--- config.mk ---
export PLATFORM = sky130hd
export DESIGN_NAME = par_rate_source
export DESIGN_NICKNAME = d
export VERILOG_FILES = /design/src/rtl/par_rate_source.sv
export SDC_FILE = /design/constraint.sdc
export NUM_CORES = 1
export LEC_CHECK = 0
export CORE_MARGIN = 4
export CORE_UTILIZATION = 45
export DETAILED_ROUTE_END_ITERATION = 8
export PLACE_DENSITY = 0.77
export SETUP_SLACK_MARGIN = 0.5
export SLEW_MARGIN = 10
export SYNTH_ARGS = -nofsm -noshare
export SYNTH_HDL_FRONTEND = slang
export SYNTH_SLANG_ARGS = --single-unit
--- constraint.sdc ---
create_clock -name clk -period 3.2 [get_ports clk]
set_input_delay 0.96 -clock clk [delete_from_list [all_inputs] [get_ports clk]]
set_output_delay 0.96 -clock clk [all_outputs]
set_load 0.01 [all_outputs]
--- src/rtl/par_rate_source.sv ---
// par_rate_source -- parameterised rate-limited item source.
//
// Presents a stream of {payload, dest_addr} items on a valid/busy handshake.
// An item is accepted on any posedge where valid=1 and channel_busy=0. The
// payload is a wrapping sequence number; sent_count is a saturating count of
// accepted items. After each accept the source either presents the next item
// immediately (gap=0) or idles for exactly gap cycles. With count!=0 the
// source stops in a terminal DONE state after count items.
//
// Parameters:
//   id     source identifier, also seeds the destination LFSR
//   dest   fixed destination address (ignored when random dest is enabled)
//   gap    idle cycles between accepted items (0..255)
//   count  items to send before stopping; 0 = unlimited (count <= 65535)
//
// Ports:
//   clk           clock, all state updates on posedge
//   reset         asynchronous, active-high reset
//   enable        start/continue generation
//   channel_busy  downstream busy; blocks acceptance while high
//   valid         item_out holds a pending item
//   item_out      {payload[`PAYLOAD_SIZE], dest_addr[`ADDR_BITS]}
//   done          count items delivered (terminal until reset)
//   sent_count    accepted items so far, saturating at 16'hFFFF
//
// Build option:
//   RATE_SOURCE_RAND_DEST_EN  when defined, dest_addr comes from the low
//   `ADDR_BITS bits of a 16-bit maximal LFSR (x^16+x^14+x^13+x^11+1)
//   seeded with {8'hA5, id[7:0]} and advanced once per accepted item.

`ifndef PAYLOAD_SIZE
`define PAYLOAD_SIZE 8
`endif
`ifndef ADDR_BITS
`define ADDR_BITS 4
`endif

module par_rate_source #(
  parameter int                    id    = -1,
  parameter logic [`ADDR_BITS-1:0] dest  = '0,
  parameter int unsigned           gap   = 0,
  parameter int unsigned           count = 0
) (
  input  logic                                clk,
  input  logic                                reset,
  input  logic                                enable,
  input  logic                                channel_busy,
  output logic                                valid,
  output logic [`PAYLOAD_SIZE+`ADDR_BITS-1:0] item_out,
  output logic                                done,
  output logic [15:0]                         sent_count
);

  localparam logic [7:0]  GAP_LOAD  = 8'(gap);
  localparam logic [16:0] COUNT_CMP = 17'(count);
  localparam bit          COUNT_EN  = (count != 0);
  localparam bit          GAP_EN    = (gap != 0);

  typedef enum logic [1:0] {
    IDLE = 2'd0,
    SEND = 2'd1,
    GAP  = 2'd2,
    DONE = 2'd3
  } state_t;

  state_t                     state_q, state_d;
  logic [`PAYLOAD_SIZE-1:0]   seq_q, seq_d;
  logic [15:0]                sent_q, sent_d;
  logic [7:0]                 gap_cnt_q, gap_cnt_d;
  logic [`ADDR_BITS-1:0]      dest_addr;
  logic                       transfer;
  logic                       last_item;
  logic [16:0]                sent_plus1;

  assign transfer   = (state_q == SEND) && !channel_busy;
  // Unsaturated compare: sent_count cannot saturate before reaching count.
  assign sent_plus1 = {1'b0, sent_q} + 17'd1;
  assign last_item  = COUNT_EN && (sent_plus1 == COUNT_CMP);

`ifdef RATE_SOURCE_RAND_DEST_EN
  localparam logic [7:0]  ID_LO    = 8'(id);
  localparam logic [15:0] SEED_RAW = {8'hA5, ID_LO};
  localparam logic [15:0] SEED     = (SEED_RAW == 16'h0000) ? 16'h0001 : SEED_RAW;

  logic [15:0] lfsr_q, lfsr_d;

  always_comb begin
    lfsr_d = lfsr_q;
    if (transfer) begin
      lfsr_d = {lfsr_q[14:0], lfsr_q[15] ^ lfsr_q[13] ^ lfsr_q[12] ^ lfsr_q[10]};
    end
  end

  always_ff @(posedge clk or posedge reset) begin
    if (reset) begin
      lfsr_q <= SEED;
    end else begin
      lfsr_q <= lfsr_d;
    end
  end

  assign dest_addr = lfsr_q[`ADDR_BITS-1:0];
`else
  assign dest_addr = dest;
`endif

  // State register.
  always_ff @(posedge clk or posedge reset) begin
    if (reset) begin
      state_q <= IDLE;
    end else begin
      state_q <= state_d;
    end
  end

  // Next-state logic.
  always_comb begin
    state_d = state_q;
    unique case (state_q)
      IDLE: begin
        if (enable) begin
          state_d = SEND;
        end
      end
      SEND: begin
        if (transfer) begin
          if (last_item) begin
            state_d = DONE;
          end else if (GAP_EN) begin
            state_d = GAP;
          end else begin
            state_d = SEND;
          end
        end
      end
      GAP: begin
        // Counter value 1 is the last idle cycle.
        if (gap_cnt_q <= 8'd1) begin
          state_d = enable ? SEND : IDLE;
        end
      end
      DONE: state_d = DONE;
      default: state_d = IDLE;
    endcase
  end

  // Datapath next values: sequence, saturating count, gap counter.
  always_comb begin
    seq_d     = seq_q;
    sent_d    = sent_q;
    gap_cnt_d = gap_cnt_q;
    if (transfer) begin
      seq_d = seq_q + 1'b1;
      if (sent_q != 16'hFFFF) begin
        sent_d = sent_q + 16'd1;
      end
      if (!last_item && GAP_EN) begin
        gap_cnt_d = GAP_LOAD;
      end
    end else if (state_q == GAP && gap_cnt_q != 8'd0) begin
      gap_cnt_d = gap_cnt_q - 8'd1;
    end
  end

  always_ff @(posedge clk or posedge reset) begin
    if (reset) begin
      seq_q     <= '0;
      sent_q    <= '0;
      gap_cnt_q <= '0;
    end else begin
      seq_q     <= seq_d;
      sent_q    <= sent_d;
      gap_cnt_q <= gap_cnt_d;
    end
  end

  // Output logic.
  always_comb begin
    valid      = (state_q == SEND);
    done       = (state_q == DONE);
    sent_count = sent_q;
    item_out   = '0;
    if (state_q == SEND) begin
      item_out = {seq_q, dest_addr};
    end
  end

endmodule

# Yosys cells after proc, flatten, opt, wreduce, memory -nomap -nowiden
# Cells that the tools add are included.
# word_totals
regBits	34
input_bits	4
elab_cells	30
# classes
add_sub_neg	3
n_lt_le_gt_ge	1
eq_ne	7
muxes	6
bitwise_logic	1
n_reduce_logical	8
# op_table
operator	n
adder 16 x 1 -> 16 bit (second input constant)	1
inequality test 16 bit (second input constant)	1
two-way mux 12 bit	1
adder 8 x 1 -> 8 bit (second input constant)	1
less-or-equal comparator 8 x 1 -> 1 bit (second input constant)	1
one-hot mux 2 bit (4 select lines)	1
nonzero test 8 bit	1
subtractor 8 x 1 -> 8 bit (second input constant)	1
two-way mux 2 bit	3
equality test 2 bit (second input constant)	2
inequality test 2 bit (second input constant)	2
AND reduction 2 bit	2
AND reduction 3 bit	1
equality test 2 x 1 -> 1 bit (second input constant)	1
logical AND 1 bit	2
zero test 2 bit	1
inequality test 2 x 1 -> 1 bit (second input constant)	1
zero test 1 bit	1
two-way mux 1 bit	1
inverter 1 bit	1

# Depth between registers and ports, before layout
# Gate-level depths: netlist of the first run.
# logic_depth
depth_word	4
ltp_mapped	5
ltp_nobuf	5

# Worst setup path before layout of the first run
# OpenSTA, ideal clock, no wires.
# synth_path
path_type	input to register
from	input channel_busy
to	register sent_q[15], in the netlist sent_count[15]
t_arrival_ps	1882
required_time_ps	3075
slack_ps	1193
cell_stages	4
path_buffers	0
cell_sequence	nor3b_4 -> nand3_2 -> nor3_1 -> mux2_2
# synth_between
elab_chain_cells	3
# synth_lines
element	line_no	text
start: declaration	47	input logic channel_busy,
zero test 1 bit	75	assign transfer = (state_q == SEND) && !channel_busy;
logical AND 1 bit	75	
AND reduction 2 bit (no line)	--	
end signal: assignment	172	sent_q <= sent_d;
end: declaration	68	logic [15:0] sent_q, sent_d;
# No other way between the ends.
# A chain may end at the register's enable or synchronous reset.

# Worst setup path in the final report of the first run
# layout_path
from	register state_q[1]
to	output item_out[4]
# layout_between
elab_chain_cells	2
# layout_lines
element	line_no	text
start: declaration	66	state_t state_q, state_d;
start signal: assignment	112	state_q <= state_d;
equality test 2 x 1 -> 1 bit	183	if (state_q == SEND) begin
two-way mux 12 bit	183	
end: declaration	49	output logic [`PAYLOAD_SIZE+`ADDR_BITS-1:0] item_out,
# No other way between the ends.

==> results of run 1 <==
-- power groups by stage --
stage | registers [W] | logic, W | clock network (W)
floorplan | 0.000618 | 0.000191 | 0
global placement | 0.000616 | 0.000387 | 0
detailed placement | 0.000623 | 0.000396 | 0
CTS | 0.000615 | 0.000400 | 0.000309
global route | 0.000637 | 0.000427 | 0.000325
finish | 0.000614 | 0.000391 | 0.000293
-- kinds of logic after synthesis --
group / share of synthesized area
flip-flops: 0.479
other: 0.00211
AO/OA/AOI/OAI: 0.0409
adder cells (fa/ha/maj): 0.0352
multiplexers: 0.0190
AND/OR/NAND/NOR: 0.257
XOR/XNOR: 0.133
buffers and inverters: 0.0338
-- cells in the final DEF, fill, tap and decap left out, drive strengths merged, types with 2 or more instances in the layout --
master / instances
and2: 9
and4: 2
nand2: 10
xor2: 9
inv: 4
and3: 5
nand4: 13
buf: 3
mux2: 3
nor2b: 2
clkbuf: 5
nor2: 10
xnor2: 18
nor3: 8
conb: 4
nand3: 9
nor4: 2
clkdlybuf4s50: 29
ha: 5
clkinv: 2
dfrtp: 34
-- how the worst max path moves through the flow --
stage,startpoint,to
floorplan,channel_busy,sent_count[15]
global placement,channel_busy,sent_count[12]
detailed placement,state_q[0],item_out[10]
CTS,state_q[0],item_out[10]
global route,state_q[1],item_out[8]
finish,state_q[1],item_out[4]
-- worst max-delay path, stage by stage (launching register included) --
cell             delay [ps]
dfrtp_1                 490
nor2b_2                 210
and2_1                  150
clkdlybuf4s50_1         530
-- area by class of cell --
class,instances,area (um^2)
fill,333,1530
clock inverter,2,10.0
sequential,34,852
tap,48,60.1
multi-input combinational,120,892
clock buffer,5,68.8
inverter,4,15.0
timing repair buffer,32,313
-- cells in the mapped netlist (all sizes together) (2+ instances only) --
cell type / count / area (um^2)
dfrtp: 34 / 851
xnor2: 18 / 158
nand4: 13 / 96.3
nand2: 10 / 37.5
nor2: 10 / 37.5
and2: 9 / 56.3
nand3: 9 / 50.1
xor2: 9 / 78.8
nor3: 8 / 40.0
and3: 5 / 31.3
buf: 5 / 41.3
ha: 5 / 62.6
inv: 4 / 15.0
mux2: 3 / 33.8
and4: 2 / 17.5
nor4: 2 / 42.5
-- registers in the layout, summed over array words and instances, names as in the netlist --
signal	cells
seq_q	8
sent_count	16
state_q	2
gap_cnt_q	8
-- stage by stage --
stage          hold slack [ps]  worst slack, ps
6_report                   469              584
5_1_grt                    500              494
4_1_cts                    477              529
3_5_place_dp               463              670
3_3_place_gp               454              694
2_1_floorplan              437             1190
-- timing repair --
item                       in CTS  in global routing
pin swaps                       0                  0
cloned                          0                  1
resized for setup               2                  1
buffers inserted                0                  1
setup endpoints to repair       9                  8
-- layer usage --
metal / up-vias / share of wire
met2: 24 / 0.52
met5: - / 0
met4: 0 / 0.022
met1: 614 / 0.41
met3: 6 / 0.044
li1: 624 / -
==> results.py, run 1 <==
metrics = {
    "cells_and_area": {
        "postLayoutCellArea_mm2": 0.00221,
        "syn2layout_area_growth_pct": 24.5,
        "fin_nets": 206,
        "utilization": 0.591,
        "drive_gt1_frac": 0.122,
        "fin_cells": 245,
        "antenna_cells": 0,
    },
    "sta": {
        "setup_tns_ps": 0,
        "fin_crit_ps": 2620,
        "period_share": 0.818,
        "slew_violations": 0,
        "finalSetupViolations": 0,
        "fmax_mhz": 382,
        "skew_ps": 3.13,
        "finalHoldViolCount": 0,
        "rsz0062_at_grt": "false",
    },
    "place": {
        "dp.final_hpwl_um": 2390,
        "gp_congestion": 0.827,
        "placed_area_mm2": 0.00211,
        "portBuffers": 29,
        "dp.cells": 236,
    },
    "grt": {
        "use_met1": 0.173,
        "gr-total-overflow": 0,
        "grt_pass1_wl_um": 5820,
        "busiest_layer": "met2",
        "grt_max_degree": 35,
        "antenna_found_initial": 0,
        "grt.met3_usage": 0.0426,
        "grt.total_usage": 0.147,
        "met2_usage": 0.242,
        "grt_pass1_vias": 1273,
    },
    "worst_setup_path": {
        "cp.arrival_ps": 1660,
        "r2r_slack_ps": 1330,
        "reg2reg_depth": 5,
        "end_kind": "output port",
        "cp.required_ps": 2240,
        "timing.rr.start": "sent_count[0]",
        "r2r_end": "sent_count[1]",
        "crit_path_start_kind": "register",
        "cp_max_fo": 6,
        "path_class": "register to output port",
    },
    "clock_tree": {
        "insertion_delay_ps": 280,
        "cts_sinks": 34,
        "cts_root_buf": "clkbuf_8",
        "cts-htree-levels": 2,
        "clk_pin_slew_ps": 60,
        "cts_buffers": 5,
        "cts_tree": "done",
        "hold_buffers": 0,
        "cts_buffer_depth": 2,
    },
    "detailed_routing": {
        "drc_errors": 0,
        "drtPass1Iterations": 4,
        "wl_per_cell_um": 13.2,
        "wl_um": 3230,
        "antenna_left": 0,
        "first_iter_violations": 59,
        "route.detailed.vias_per_inst": 5.18,
        "routed-via-count": 1268,
    },
    "power": {
        "vdd_drop_max_mv": 0.322,
        "combPwrFrac": 0.301,
        "p_seq_frac": 0.473,
        "p_int_w": 0.000888,
        "total_power_w": 0.00130,
        "power_density_mw_per_mm2": 587,
        "swShare": 0.316,
        "switchingPower_w": 0.000410,
        "pwr-share-clk": 0.226,
        "p_leak_nw": 0.979,
    },
    "die": {
        "io_pins": 34,
        "rows": 22,
        "die_h_um": 70.8,
        "start_util": 0.474,
        "core_mm2": 0.00374,
        "fp.dieArea_mm2": 0.00501,
        "die_w_um": 70.8,
    },
    "logic_synthesis": {
        "async_reset_ff_frac": 1.00,
        "synth_edf_count": 0,
        "syn_area_mm2": 0.00178,
        "synth.distinct_cells": 34,
        "yosysWarningCount": 0,
        "syn_area_per_cell_um2": 11.1,
        "synth_top_flop_cell": "dfrtp_1",
        "ys_ff_latch": 34,
        "netlist_instances": 160,
        "synth_seq_area_share": 0.479,
    },
    "hold_path": {
        "hold_path_depth": 1,
        "worstHoldStart": "gap_cnt_q[7]",
        "hold_class": "register to register",
        "min_to": "gap_cnt_q[7]",
    },
    "status": {
        "outcome": "completed",
    },
    "run": {
        "maxCapViolCount": 0,
    },
}
(Power assumes the default switching activity.)
==> inputs of run 2 (changes only) <==
- PLACE_DENSITY: 0.77 -> 0.79
- clock period: 3.2 -> 2.2 ns (I/O delays scaled with it)
==> run 2 against run 1 <==
Die area is the same. Largest cell class unchanged. Clock skew grew 3.8 ps. First-iteration DRC count grew 22%. Final area grew 15%. Register-to-register slack lost 890 ps. Highest routed layer unchanged.
==> results.py, run 2 (same netlist as run 1, synthesis figures left out) <==
metrics = {
    "power": {
        "vdd_drop_max_mv": 0.360,
        "total_power_w": 0.00206,
        "p_leak_nw": 1.24,
        "power_density_mw_per_mm2": 808,
    },
    "worst_setup_path": {
        "crit_buf_inv": 2,
        "r2r_end": "sent_count[8]",
        "reg2reg_depth": 8,
        "r2r_slack_ps": 440,
        "end_kind": "output port",
        "cp.arrival_ps": 1220,
        "crit_path_start_kind": "register",
        "cp_max_fo": 5,
        "crit_top_cell": "buf_6",
        "crit_chain": "nor2b_4 > buf_6 > and2_4 > buf_6",
        "critical_path.slowest_cell": "dfrtp_1",
        "path_class": "register to output port",
        "timing.rr.start": "state_q[1]",
        "critical-path-top-delay-family": "flip-flops",
        "cp.required_ps": 1540,
        "critPathMaxStageDelay_ps": 390,
    },
    "detailed_routing": {
        "drtPass1Iterations": 4,
        "antenna_left": 0,
        "wl_per_cell_um": 14.4,
        "wl_um": 3970,
        "drc_errors": 0,
        "route.detailed.vias_per_inst": 5.19,
        "routed-via-count": 1433,
        "first_iter_violations": 72,
    },
    "die": {
        "start_util": 0.474,
        "die_h_um": 70.8,
        "core_mm2": 0.00374,
        "io_pins": 34,
        "fp.dieArea_mm2": 0.00501,
        "rows": 22,
        "die_w_um": 70.8,
    },
    "cells_and_area": {
        "fill_cells": 278,
        "layout_commonest_cell": "dfrtp_1",
        "syn2layout_area_growth_pct": 43.3,
        "fin_cells": 276,
        "largest_reg_flops": 16,
        "fin_nets": 236,
        "drive_gt1_frac": 0.390,
        "layout_common_cells": "dfrtp_1, buf_4, xnor2_1",
        "antenna_cells": 0,
    },
    "clock_tree": {
        "cts_sinks": 34,
        "cts_buffers": 5,
        "hold_buffers": 0,
        "cts_buffer_depth": 2,
        "insertion_delay_ps": 290,
        "cts_tree": "done",
        "cts_root_buf": "clkbuf_8",
        "cts-htree-levels": 2,
        "clk_pin_slew_ps": 70,
    },
    "hold_path": {
        "worstHoldStart": "seq_q[7]",
        "hold_path_depth": 1,
        "min_to": "seq_q[7]",
        "hold_class": "register to register",
    },
    "place": {
        "gp_congestion": 0.834,
        "portBuffers": 29,
        "dp.final_hpwl_um": 2560,
        "dp.cells": 242,
        "pre_cts_ws_ps": -25.3,
    },
    "sta": {
        "finalSetupViolations": 0,
        "fin_crit_ps": 1880,
        "worst_slack_ps": 325,
        "setup_tns_ps": 0,
        "finalHoldViolCount": 0,
        "hold_ws_ps": 477,
        "skew_ps": 6.95,
        "rsz0062_at_grt": "true",
        "slew_violations": 0,
        "fmax_mhz": 533,
        "period_share": 0.852,
    },
    "grt": {
        "grt_pass1_wl_um": 6200,
        "gr-total-overflow": 0,
        "grt_pass1_vias": 1342,
        "grt.total_usage": 0.158,
        "grt_max_degree": 35,
        "antenna_found_initial": 0,
    },
    "run": {
        "maxCapViolCount": 0,
    },
    "status": {
        "outcome": "completed",
    },
}
==> run 2: cell count changes in the layout (fill, tap and decap cells not counted), sizes merged <==
cell           change
dlygate4sd2       +14
clkinv             -1
clkbuf             +2
buf               +41
nor2b              -1
clkdlybuf4s50     -27
clkdlybuf4s15      +3
==> run 2: power breakdown <==
part,switching [W],internal (W)
clock,0.000230,0.000252
combinational,0.000289,0.000397
sequential,0.000139,0.000750
total,0.000658,0.00140
==> run 2: worst register-to-register path: stages (launching register included) <==
cell and delay (ps):
dfrtp_1 400, buf_4 140, buf_6 120, nor3b_4 300
buf_6 160, buf_6 130, and3_1 170, nand3_1 90
xnor2_1 150
==> run 2: metal layers <==
| layer | vias up | track usage | part of all wire |
|---|---|---|---|
| met2 | 34 | 0.272 | 0.51 |
| met1 | 697 | 0.172 | 0.41 |
| met4 | 0 | 0.0856 | 0.029 |
| met5 | - | 0 | 0 |
| li1 | 688 | - | - |
| met3 | 14 | 0.0483 | 0.043 |
==> run 2: worst max path at each step <==
stage | endpoint | startpoint | depth (start not counted) | slack [ps]
final | item_out[4] | state_q[0] | 4 | 320
after global routing | item_out[4] | state_q[1] | 4 | 280
after global placement | sent_count[8] | channel_busy | 6 | 40
after detailed placement | sent_count[9] | channel_busy | 6 | -30
after CTS | item_out[5] | state_q[0] | 4 | 280
after floorplan | sent_count[1] | sent_count[0] | 5 | 470
==> run 2: cell type report <==
type / instances / area (um^2) / area share
Multi-Input combinational cell: 119 / 961 / 0.378
Sequential cell: 34 / 860 / 0.338
Timing Repair Buffer: 63 / 558 / 0.219
Clock buffer: 7 / 86.3 / 0.0339
Tap cell: 48 / 60.1 / 0.0236
Inverter: 4 / 15.0 / 0.00590
Clock inverter: 1 / 5.00 / 0.00197
==> run 2: metrics by stage <==
step / utilization / cell area (um^2)
after floorplan: - / 1790
after global placement: 0.576 / 2160
after detailed placement: 0.576 / 2160
after CTS: 0.627 / 2350
after global routing: 0.680 / 2540
final: 0.680 / 2540
==> run 2: repair_timing <==
action / in CTS / in global routing
endpoints found under the setup margin: 44 / 32
gates cloned: 1 / 1
pin swaps: 4 / 14
gates resized for setup: 73 / 37
setup buffers: 15 / 9
